`config.mk`:
```
export PLATFORM = sky130hd
export DESIGN_NAME = segment_id_ex_hs
export DESIGN_NICKNAME = d
export VERILOG_FILES = /design/src/rtl/segment_id_ex_hs.sv
export SDC_FILE = /design/constraint.sdc
export NUM_CORES = 1
export LEC_CHECK = 0
export CAP_MARGIN = 20
export CORE_AREA = 4 4 212 214
export CTS_BUF_LIST = sky130_fd_sc_hd__clkbuf_4 sky130_fd_sc_hd__clkbuf_8
export CTS_CLUSTER_SIZE = 28
export DETAILED_ROUTE_END_ITERATION = 7
export DIE_AREA = 0 0 216 218
export SYNTH_ARGS = -nofsm -noshare
export SYNTH_HDL_FRONTEND = slang
export SYNTH_SLANG_ARGS = --single-unit
```
`constraint.sdc`:
```
create_clock -name clk -period 3.8 [get_ports clk]
set_input_delay 0.95 -clock clk [delete_from_list [all_inputs] [get_ports clk]]
set_output_delay 0.95 -clock clk [all_outputs]
set_load 0.02 [all_outputs]
```
`src/rtl/segment_id_ex_hs.sv`:
```
// ID/EX segment register with a valid/ready handshake, a 2-entry skid buffer and a synchronous flush.
// State updates on the falling clock edge, the same edge as the other pipeline segment registers.
module segment_id_ex_hs #(
  parameter int DATA_W   = 32,
  parameter int REG_AW   = 4,
  parameter int ALUCTL_W = 3,
  parameter int FLAG_W   = 2,
  parameter int COND_W   = 4
) (
  input  logic                clk,
  input  logic                rst,
  input  logic                flush,
  input  logic                in_valid,
  output logic                in_ready,
  input  logic                PCSrcD,
  input  logic                RegWriteD,
  input  logic                MemtoRegD,
  input  logic                MemWriteD,
  input  logic                BranchD,
  input  logic                ALUSrcD,
  input  logic [ALUCTL_W-1:0] ALUControlD,
  input  logic [FLAG_W-1:0]   FlagWriteD,
  input  logic [COND_W-1:0]   condD,
  input  logic [REG_AW-1:0]   WA3D,
  input  logic [DATA_W-1:0]   rd1D,
  input  logic [DATA_W-1:0]   rd2D,
  input  logic [DATA_W-1:0]   ExtImmD,
  output logic                out_valid,
  input  logic                out_ready,
  output logic                PCSrcE,
  output logic                RegWriteE,
  output logic                MemtoRegE,
  output logic                MemWriteE,
  output logic                BranchE,
  output logic                ALUSrcE,
  output logic [ALUCTL_W-1:0] ALUControlE,
  output logic [FLAG_W-1:0]   FlagWriteE,
  output logic [COND_W-1:0]   condE,
  output logic [REG_AW-1:0]   WA3E,
  output logic [DATA_W-1:0]   rd1E,
  output logic [DATA_W-1:0]   rd2E,
  output logic [DATA_W-1:0]   ExtImmE,
  output logic [1:0]          occupancy
);

  // Encoding equals the number of held entries, so occupancy is the state itself.
  typedef enum logic [1:0] {
    EMPTY = 2'd0,
    ONE   = 2'd1,
    TWO   = 2'd2
  } state_t;

  typedef struct packed {
    logic                pcsrc;
    logic                regwrite;
    logic                memtoreg;
    logic                memwrite;
    logic [ALUCTL_W-1:0] aluctl;
    logic                branch;
    logic                alusrc;
    logic [FLAG_W-1:0]   flagwrite;
    logic [COND_W-1:0]   cond;
    logic [REG_AW-1:0]   wa3;
    logic [DATA_W-1:0]   rd1;
    logic [DATA_W-1:0]   rd2;
    logic [DATA_W-1:0]   extimm;
  } bundle_t;

  state_t  state;
  bundle_t p, m, s;
  logic    acc_in, acc_out;

  assign p = '{pcsrc: PCSrcD, regwrite: RegWriteD, memtoreg: MemtoRegD, memwrite: MemWriteD,
               aluctl: ALUControlD, branch: BranchD, alusrc: ALUSrcD, flagwrite: FlagWriteD,
               cond: condD, wa3: WA3D, rd1: rd1D, rd2: rd2D, extimm: ExtImmD};

  // Handshake flags decode only registered state, so in_ready never depends on out_ready.
  assign in_ready  = (state != TWO);
  assign out_valid = (state != EMPTY);
  assign occupancy = state;
  assign acc_in    = in_valid & in_ready;
  assign acc_out   = out_valid & out_ready;

  // NOTE: sequential state uses non-blocking assignments so every register samples pre-edge values.
  always_ff @(negedge clk) begin
    if (rst) begin
      state <= EMPTY;
      m     <= '0;
      s     <= '0;
    end else if (flush) begin
      state <= EMPTY;
    end else begin
      case (state)
        EMPTY: if (acc_in) begin
          m     <= p;
          state <= ONE;
        end
        ONE: begin
          if (acc_in && acc_out) begin
            m <= p;
          end else if (acc_in) begin
            s     <= p;
            state <= TWO;
          end else if (acc_out) begin
            state <= EMPTY;
          end
        end
        TWO: if (acc_out) begin
          m     <= s;
          state <= ONE;
        end
        default: state <= EMPTY;
      endcase
    end
  end

  // Side-effecting controls are gated so an empty segment always presents a bubble.
  assign PCSrcE      = m.pcsrc    & out_valid;
  assign RegWriteE   = m.regwrite & out_valid;
  assign MemWriteE   = m.memwrite & out_valid;
  assign BranchE     = m.branch   & out_valid;
  assign FlagWriteE  = m.flagwrite & {FLAG_W{out_valid}};
  assign MemtoRegE   = m.memtoreg;
  assign ALUSrcE     = m.alusrc;
  assign ALUControlE = m.aluctl;
  assign condE       = m.cond;
  assign WA3E        = m.wa3;
  assign rd1E        = m.rd1;
  assign rd2E        = m.rd2;
  assign ExtImmE     = m.extimm;

endmodule

```
==> flow_summary.json <==
{
  "grt_pass1_wl_um": 59900,
  "cp_top_family": "flip-flops",
  "placed_area_um2": 13800,
  "cts_sinks": 232,
  "cts.path.max_buffers": 3,
  "place_inst": 1847,
  "yosysMostFrequentCell": "dfxtp_1",
  "clk_pin_slew_ps": 30,
  "power_density_nw_per_um2": 450,
  "dp.final_hpwl_um": 23300,
  "avgRoutedWirePerCell_um": 17.5,
  "synth_commonest_cells": "dfxtp_1 (232), a211oi_1 (181), a21oi_1 (116), o21ai_0 (116)",
  "finClkSkew_ps": 24.7,
  "rows": 76,
  "cts_tree": "built",
  "tightest_slew_ps": 694,
  "leakagePower_nw": 7.01,
  "hold_class": "flop to flop",
  "relSlewSlack": 0.537,
  "portBuffers": 238,
  "dr_total_vias": 10869,
  "drv_slew": 0,
  "wl_um": 38300,
  "pin_count": 239,
  "slowest_delay_ps": 360,
  "start_kind": "flop",
  "synthArstFlopShare": 0,
  "netlist.area_leader.share": 0.418,
  "ys.flop_type": "dfxtp_1",
  "fin_util": 0.375,
  "clk_latency_ps": 620,
  "finalSetupTns_ps": -14750,
  "grt_usage": 0.156,
  "drv_cap": 0,
  "synth_cell_type_count": 25,
  "synth.avg_cell_area_um2": 9.30,
  "final_cells": 2191,
  "drt-pass1-iter-count": 5,
  "netlist_top_cells_area": "dfxtp_1 (42%), a211oi_1 (12%), mux2i_1 (10%)",
  "drive_above_1_share": 0.290,
  "hold_viol": 0,
  "r2r_setup_slack_ps": 1500,
  "cts_buffers": 45,
  "critical_path.cell_chain": "buf_6 -> nor2b_4 -> inv_4 -> buf_12",
  "critPathRequiredTime_ps": 2850,
  "route.detailed.drc": 0,
  "route.antenna.remaining_nets": 0,
  "die_width_um": 216,
  "worstSetupPathType": "flop to output port",
  "synth_fp_nets": 1315,
  "synthToLayoutAreaGrowth_pct": 44.9,
  "drtIter0Drc": 808,
  "die_area_um2": 47100,
  "synth_edf_count": 0,
  "yosysWarnings": 0,
  "gp_congestion": 0.787,
  "layout_setup_ws_ps": -477,
  "synth-seq-area-share": 0.418,
  "path_max_fanout": 2,
  "grt_pass1_vias": 11429,
  "initial_core_util": 0.259,
  "violations": "negative setup slack",
  "rsz0062_at_grt": "true",
  "drt-vias-per-instance": 4.96,
  "seq_area_um2": 4790,
  "cp_slowest_cell": "dfxtp_4",
  "peakVddDrop_v": 0.000268,
  "fin_total_pwr_mw": 7.24,
  "die_h_um": 218,
  "coreArea_um2": 42900,
  "yosysTopAreaCell": "dfxtp_1",
  "multi_input_area_um2": 5110,
  "grt_max_degree": 64,
  "ys_ff_latch": 232,
  "num-fill-cells": 4253,
  "final_area_um2": 16100,
  "grt_overflow": 0,
  "antenna_found_initial": 5,
  "cp.buffers_inverters": 3,
  "synthCells": 1195,
  "end_kind": "output port",
  "final-setup-viol-count": 119,
  "final_nets": 1689,
  "outcome": "finished, violations left",
  "htreeDepth": 2,
  "clk_root_buffer_cell": "clkbuf_8",
  "syn-cell-area_um2": 11100,
  "arrival_ps": 3330
}
## worst register-to-register path: cells and delay by family, from the launching register on
| kind | cells | cell delay (ps) |
|---|---|---|
| buffers and inverters | 5 | 1200 |
| AOI/OAI and AO/OA | 1 | 280 |
| DFF | 1 | 350 |
| and+or+nand+nor | 1 | 130 |
| muxes | 1 | 240 |
## path summary, 6_finish.rpt
kind,from,to,cells past startpoint
hold / removal,s[48],s[48],2
setup reg to reg,occupancy[1],rd2E[15],8
hold reg to reg,s[48],s[48],2
setup / recovery,occupancy[1],in_ready,4
## routing by layer
layer | global-route usage | vias to the layer above | part of all wire
met1 | 0.187 | 5226 | 0.42
met3 | 0.0751 | 85 | 0.096
met5 | 0 | - | 0.00034
met4 | 0.0751 | 2 | 0.022
met2 | 0.235 | 458 | 0.46
li1 | - | 5098 | -
## what timing repair did
action / 4_1_cts / 5_1_grt
pin swaps: 2 / 0
setup endpoints to repair: 251 / 119
hold buffers: 0 / 0
hold endpoints to repair: 0 / 0
setup buffers: 25 / 5
gates resized for setup: 752 / 5
## metrics by stage
step	setup slack, ps	hold slack, ps
2_1_floorplan	-210	453
3_3_place_gp	-713	459
3_5_place_dp	-759	466
4_1_cts	-538	470
5_1_grt	-552	486
6_report	-477	467
## power breakdown
part / internal (mW) / switching, mW
logic: 0.577 / 0.600
registers: 2.60 / 0.0950
clock network: 1.61 / 1.76
total: 4.78 / 2.46
## registers in the layout, summed over array words and instances (netlist names)
| name | flops |
|---|---|
| m | 6 |
| condE | 4 |
| ExtImmE | 32 |
| WA3E | 4 |
| rd2E | 32 |
| MemtoRegE | 1 |
| ALUSrcE | 1 |
| occupancy | 2 |
| s | 115 |
| ALUControlE | 3 |
| rd1E | 32 |
## placed cells by master, fill, tap and decap left out, types with 2 or more instances in the layout
| cell | Yosys | final |
|---|---|---|
| buf_4 | 110 | 74 |
| dfxtp_4 | 0 | 3 |
| bufinv_16 | 0 | 2 |
| clkbuf_8 | 0 | 48 |
| inv_1 | 2 | 252 |
| mux2i_1 | 115 | 115 |
| nor2b_1 | 9 | 2 |
| dfxtp_1 | 232 | 121 |
| and4bb_4 | 0 | 2 |
| a211oi_2 | 50 | 51 |
| a211oi_1 | 181 | 180 |
| inv_4 | 0 | 4 |
| nor2b_4 | 0 | 5 |
| o21ai_0 | 116 | 116 |
| buf_12 | 0 | 30 |
| dlygate4sd2_1 | 0 | 2 |
| dfxtp_2 | 0 | 108 |
| clkinvlp_2 | 0 | 9 |
| nor2b_2 | 0 | 2 |
| diode_2 | 0 | 4 |
| buf_6 | 7 | 119 |
| nor2_4 | 0 | 2 |
| a21oi_1 | 116 | 116 |
| clkdlybuf4s50_1 | 0 | 115 |
| nand3_1 | 115 | 115 |
## cell type report
type	count	share of cell area
multi-input cells	712	0.317
well taps	585	0.0455
clock inverters	265	0.0662
flip-flops and latches	232	0.298
clock buffers	47	0.0402
repair buffers	343	0.231
inverters	3	0.00117
diodes	4	0.000622
## cell families (layout without fill, tap and decap cells)
group                  after synthesis  in the layout  share of synthesized area
AO/OA/AOI/OAI                      465            465                      0.285
buffers and inverters              251            658                      0.130
flip-flops                         232            232                      0.418
AND/OR/NAND/NOR                    131            131                     0.0623
multiplexers                       116            116                      0.105
other                                0              4                          0
No activity file was read; power rests on OpenSTA's default activity.
